[src/rtl/step_tracker.sv]
// Activity-tracking core: counts steps, half-mile distance, over-rate seconds and
// time spent in sustained high-activity runs. slowClk is sampled as data on CLK.
module step_tracker #(
  parameter int unsigned HALF_MILE_STEPS = 1024,
  parameter int unsigned STEP_SAT        = 9999,
  parameter int unsigned OVER_RATE       = 32,
  parameter int unsigned WIN_SEC         = 9,
  parameter int unsigned HI_RATE         = 64,
  parameter int unsigned HI_MIN_SEC      = 60
) (
  input  logic        CLK,
  input  logic        RESET,
  input  logic        slowClk,
  input  logic        pulse,
  output logic [13:0] totalSteps,
  output logic [7:0]  distHalf,
  output logic [3:0]  overSec,
  output logic [15:0] hiActSec,
  output logic        secTick
);

  typedef enum logic [1:0] {IDLE, RUN, QUAL} st_t;

  localparam logic [11:0] HALF  = 12'(HALF_MILE_STEPS);
  localparam logic [13:0] SSAT  = 14'(STEP_SAT);
  localparam logic [7:0]  OVR   = 8'(OVER_RATE);
  localparam logic [3:0]  WIN   = 4'(WIN_SEC);
  localparam logic [7:0]  HIR   = 8'(HI_RATE);
  localparam logic [15:0] HMIN  = 16'(HI_MIN_SEC);

  logic        p1, p2, p3, s1, s2, s3;
  logic [1:0]  arm;
  logic        armed, step_ev, sec_ev;
  logic [10:0] modCnt;
  logic [7:0]  rateCnt, r;
  logic [3:0]  secIdx;
  logic [15:0] runLen, run_n, hi_add;
  logic [16:0] hi_sum;
  logic        hi;
  st_t         st, st_n;

  // Events stay masked for the first cycles so inputs held high across reset
  // release fill the synchronisers without producing an edge.
  assign armed   = (arm == 2'd3);
  assign step_ev = armed & p2 & ~p3;
  assign sec_ev  = armed & s2 & ~s3;
  assign secTick = sec_ev;

  assign r      = (rateCnt == 8'hFF) ? 8'hFF : rateCnt + {7'd0, step_ev};
  assign hi     = (r >= HIR);
  assign hi_sum = {1'b0, hiActSec} + {1'b0, hi_add};

  always_comb begin
    st_n   = st;
    run_n  = runLen;
    hi_add = '0;
    if (sec_ev) begin
      case (st)
        IDLE: if (hi) begin
          run_n = 16'd1;
          if (HMIN == 16'd1) begin
            st_n   = QUAL;
            hi_add = 16'd1;
          end else st_n = RUN;
        end
        RUN: if (hi) begin
          run_n = runLen + 16'd1;
          if (runLen + 16'd1 == HMIN) begin
            st_n   = QUAL;
            hi_add = HMIN;
          end
        end else begin
          run_n = '0;
          st_n  = IDLE;
        end
        QUAL: if (hi) hi_add = 16'd1;
        else begin
          run_n = '0;
          st_n  = IDLE;
        end
        default: begin
          run_n = '0;
          st_n  = IDLE;
        end
      endcase
    end
  end

  always_ff @(posedge CLK or negedge RESET) begin
    if (!RESET) begin
      {p1, p2, p3, s1, s2, s3} <= '0;
      arm        <= '0;
      totalSteps <= '0;
      distHalf   <= '0;
      overSec    <= '0;
      hiActSec   <= '0;
      modCnt     <= '0;
      rateCnt    <= '0;
      secIdx     <= '0;
      runLen     <= '0;
      st         <= IDLE;
    end else begin
      {p1, p2, p3} <= {pulse, p1, p2};
      {s1, s2, s3} <= {slowClk, s1, s2};
      if (!armed) arm <= arm + 2'd1;
      st       <= st_n;
      runLen   <= run_n;
      hiActSec <= hi_sum[16] ? 16'hFFFF : hi_sum[15:0];

      if (step_ev) begin
        if (totalSteps != SSAT) totalSteps <= totalSteps + 14'd1;
        // distance keeps advancing after totalSteps saturates
        if ({1'b0, modCnt} + 12'd1 == HALF) begin
          modCnt <= '0;
          if (distHalf != 8'hFF) distHalf <= distHalf + 8'd1;
        end else modCnt <= modCnt + 11'd1;
      end

      if (sec_ev) begin
        rateCnt <= '0;
        if (secIdx < WIN) begin
          secIdx <= secIdx + 4'd1;
          if (r > OVR) overSec <= overSec + 4'd1;
        end
      end else if (step_ev && rateCnt != 8'hFF) rateCnt <= rateCnt + 8'd1;
    end
  end

endmodule

[config.mk]
export PLATFORM = sky130hd
export DESIGN_NAME = step_tracker
export DESIGN_NICKNAME = d
export VERILOG_FILES = /design/src/rtl/step_tracker.sv
export SDC_FILE = /design/constraint.sdc
export NUM_CORES = 1
export LEC_CHECK = 0
export CAP_MARGIN = 20
export CORE_MARGIN = 2
export CORE_UTILIZATION = 35
export CTS_CLUSTER_DIAMETER = 30
export DETAILED_ROUTE_END_ITERATION = 8
export DONT_BUFFER_PORTS = 1
export PLACE_DENSITY = 0.55
export SLEW_MARGIN = 20
export SYNTH_ARGS = -nofsm -noshare
export SYNTH_HDL_FRONTEND = slang
export SYNTH_SLANG_ARGS = --single-unit
export TNS_END_PERCENT = 100
[constraint.sdc]
create_clock -name CLK -period 5.8 [get_ports CLK]
set_input_delay 0.29 -clock CLK [delete_from_list [all_inputs] [get_ports CLK]]
set_output_delay 0.29 -clock CLK [all_outputs]
set_load 0.03 [all_outputs]
==> impl_metrics.toml <==
[status]
status = "complete, no violations"

[detailed_routing]
first_iter_violations = 205
wl_per_cell_um = 14.5
viasPerCell = 5.29
detail_route.first_pass.iterations = 4
vias = 3548
drtAntennaViolNets = 0
routed_wl_um = 9720
drc = 0

[yosys]
syn_area_sq_um = 4810
syn_nets = 510
netlist.area_leader.share = 0.473
synth_flop_cell = "dfrtp_1"
synthCells = 486
synth_area_leader_cell = "dfrtp_1"
synth.cells.most_frequent = "dfrtp_1, nand2_1, o21ai_0, nor2_1, xnor2_1"
yosys_warnings = 0
yosysSeqAreaShare = 0.473
synth.area.top_cells = "dfrtp_1, xnor2_1, ha_1"
ys_types = 58
yosysMostFrequentCell = "dfrtp_1"
avgSynthCellArea_sq_um = 9.90
async_flop_share = 1.00
synth_edf_count = 0
ys_seq_elements = 91

[pwr]
combPwrFrac = 0.090
power_density_nw_per_um2 = 279
power.internal_mw = 1.06
p_leak_nw = 2.37
netSwitchingFraction = 0.285
power.total_mw = 1.48
ir_drop_mv = 0.140
power_switching_mw = 0.422
clockPowerShare = 0.379
power_frac_seq = 0.531

[global_routing]
grt_use_total = 0.145
grt_pass1_vias = 3545
grt_pass1_wl_um = 17200
grt_max_degree = 92
antenna_found_initial = 0
overflow = 0

[die]
initial_utilization = 0.360
row_count = 42
core-area_sq_um = 13300
pin_count = 47
dieHeight_um = 121
dieWidth_um = 121
die_area_sq_um = 14700

[clocking]
postCtsSetupRepairBufs = 0
cts.sinks = 91
cts_tree = "yes"
cts_max_path_buffers = 2
cts_resized = 0
clkTransAtPathRegs_ns = 0.06
clkLatencyLatePin_ns = 0.34
cts-buffers-inserted = 9
cts.htree.levels = 3
root_buffer = "clkbuf_16"

[worst_setup_path]
critical-path-max-stage-delay_ns = 0.70
cp_max_fo = 18
cp-start-kind = "register"
reg2reg_depth = 16
cp_common_cell = "ha_1"
reg2reg_slack_ns = 0.56
cp.arrival_ns = 5.45
slowest_stage = "nor3_1"
criticalPathCategory = "register to register"
path_cells = "ha_1 > nand3b_1 > buf_4 > inv_1 > ha_1 > ha_1 > nand4_1 > nand4_1 > nor3_1 > ha_1 > a21o_1 > a21oi_1 > o21bai_1 > a21oi_1 > or4_1 > nand2_1"
cp-end-kind = "register"
required_ns = 6.00

[flow_run]
drv_cap = 0

[sta]
holdWs_ns = 0.348
final.setup.tns_ns = 0
setup_viol = 0
skew_ns = 0.00388
tightest_slew_ns = 0.977
period_share = 0.904
slew_headroom = 0.344
fin_crit_ns = 5.24
slew_violations = 0
max_freq_mhz = 191
rsz0062_at_grt = "no"
hold_violations = 0

[placement]
placed_area_sq_um = 4980
hpwl_um = 6610
portBuffers = 0
place.gp.congestion = 0.816

[final_layout]
areaGrowthSynthToFinish_pct = 10.6
insertedDiodeCount = 0
final_area_sq_um = 5320
final_layout_size_suffix_gt1_frac = 0.0646
n_fill_cell = 1326
final_nets = 514

[hold_path]
min_path_cells = 0
hold_class = "register to register"
## worst max-delay path: cells and delay by family, from the launching register on
kind	cells	cell delay [ns]
and+or+nand+nor	6	2.16
adders and majority gates	4	1.17
AOI/OAI and AO/OA	4	1.00
DFF	1	0.39
buffers and inverters	2	0.37
## power by group through the flow
stage,sequential (mW),combinational [mW],clock (mW)
CTS,0.788,0.137,0.583
finish,0.788,0.134,0.562
global route,0.798,0.160,0.611
floorplan,0.782,0.102,0
detailed placement,0.800,0.119,0
global placement,0.798,0.117,0
## cell type report
| class | count | area [sq um] | area share |
|---|---|---|---|
| multi-input cells | 368 | 2410 | 0.454 |
| flip-flops and latches | 91 | 2280 | 0.428 |
| clock buffers | 13 | 260 | 0.0489 |
| well taps | 176 | 220 | 0.0414 |
| repair buffers | 6 | 72.6 | 0.0136 |
| inverters | 14 | 52.6 | 0.00988 |
| clock inverters | 3 | 22.5 | 0.00424 |
## cells in the final DEF (no fill, tap or decap), types with 4 or more instances in the layout
cell type,Yosys,final
o21ai_0,36,36
nand2b_1,7,7
a21o_1,4,4
clkbuf_16,0,9
nor4_1,4,4
and4_1,5,5
a31oi_1,4,4
or3_1,7,7
nand3_1,27,27
o31ai_1,7,7
xnor2_1,33,33
nand2_1,56,56
inv_1,13,13
nor3_1,12,12
nand3b_1,4,4
nor2_1,34,34
and3_1,6,6
xor2_1,17,17
nand4_1,16,16
or4_1,6,6
nor2b_1,8,8
dfrtp_1,91,91
mux2_2,5,5
a21oi_1,9,9
ha_1,20,20
## through the flow
step | util | setup WS, ns | instances
final | 0.398 | 0.558 | 671
after global routing | 0.398 | 0.0395 | 671
after detailed placement | 0.373 | 0.541 | 651
after global placement | 0.373 | 0.833 | 651
after CTS | 0.398 | 0.520 | 671
after floorplan | - | 1.59 | 486
## kinds of logic after synthesis
kind of cell	share of synthesized area
XOR/XNOR	0.0911
adder cells (fa/ha/maj)	0.0520
flip-flops	0.473
multiplexers	0.0237
AND/OR/NAND/NOR	0.226
buffers and inverters	0.0250
AO/OA/AOI/OAI	0.109
## routing by layer
metal | wire length (um) | GRT usage | share of wire
met1 | 4750 | 0.196 | 0.49
met2 | 4460 | 0.222 | 0.46
met3 | 343 | 0.0409 | 0.035
met4 | 170 | 0.0560 | 0.017
met5 | 0 | 0 | 0
## timing repair
action / CTS / global route
hold endpoints to repair: 93 / 0
hold buffers: 4 / 0
setup endpoints to repair: 0 / 0
## sequential cells by signal, summed over array words and instances, names as in the netlist
signal      flops
p3              1
s2              1
st              2
p1              1
modCnt         11
p2              1
s1              1
distHalf        8
arm             2
rateCnt         8
overSec         4
secIdx          4
hiActSec       16
totalSteps     14
runLen         16
s3              1
## path summary, 6_finish.rpt
check / startpoint / endpoint
max: arm[0] / hiActSec[2]
min in group asynchronous: RESET / totalSteps[5]
min: s1 / s2
max in group asynchronous: RESET / runLen[15]
max reg2reg: arm[0] / hiActSec[2]
min reg2reg: s1 / s2
Power figures use the tool's default switching activity.
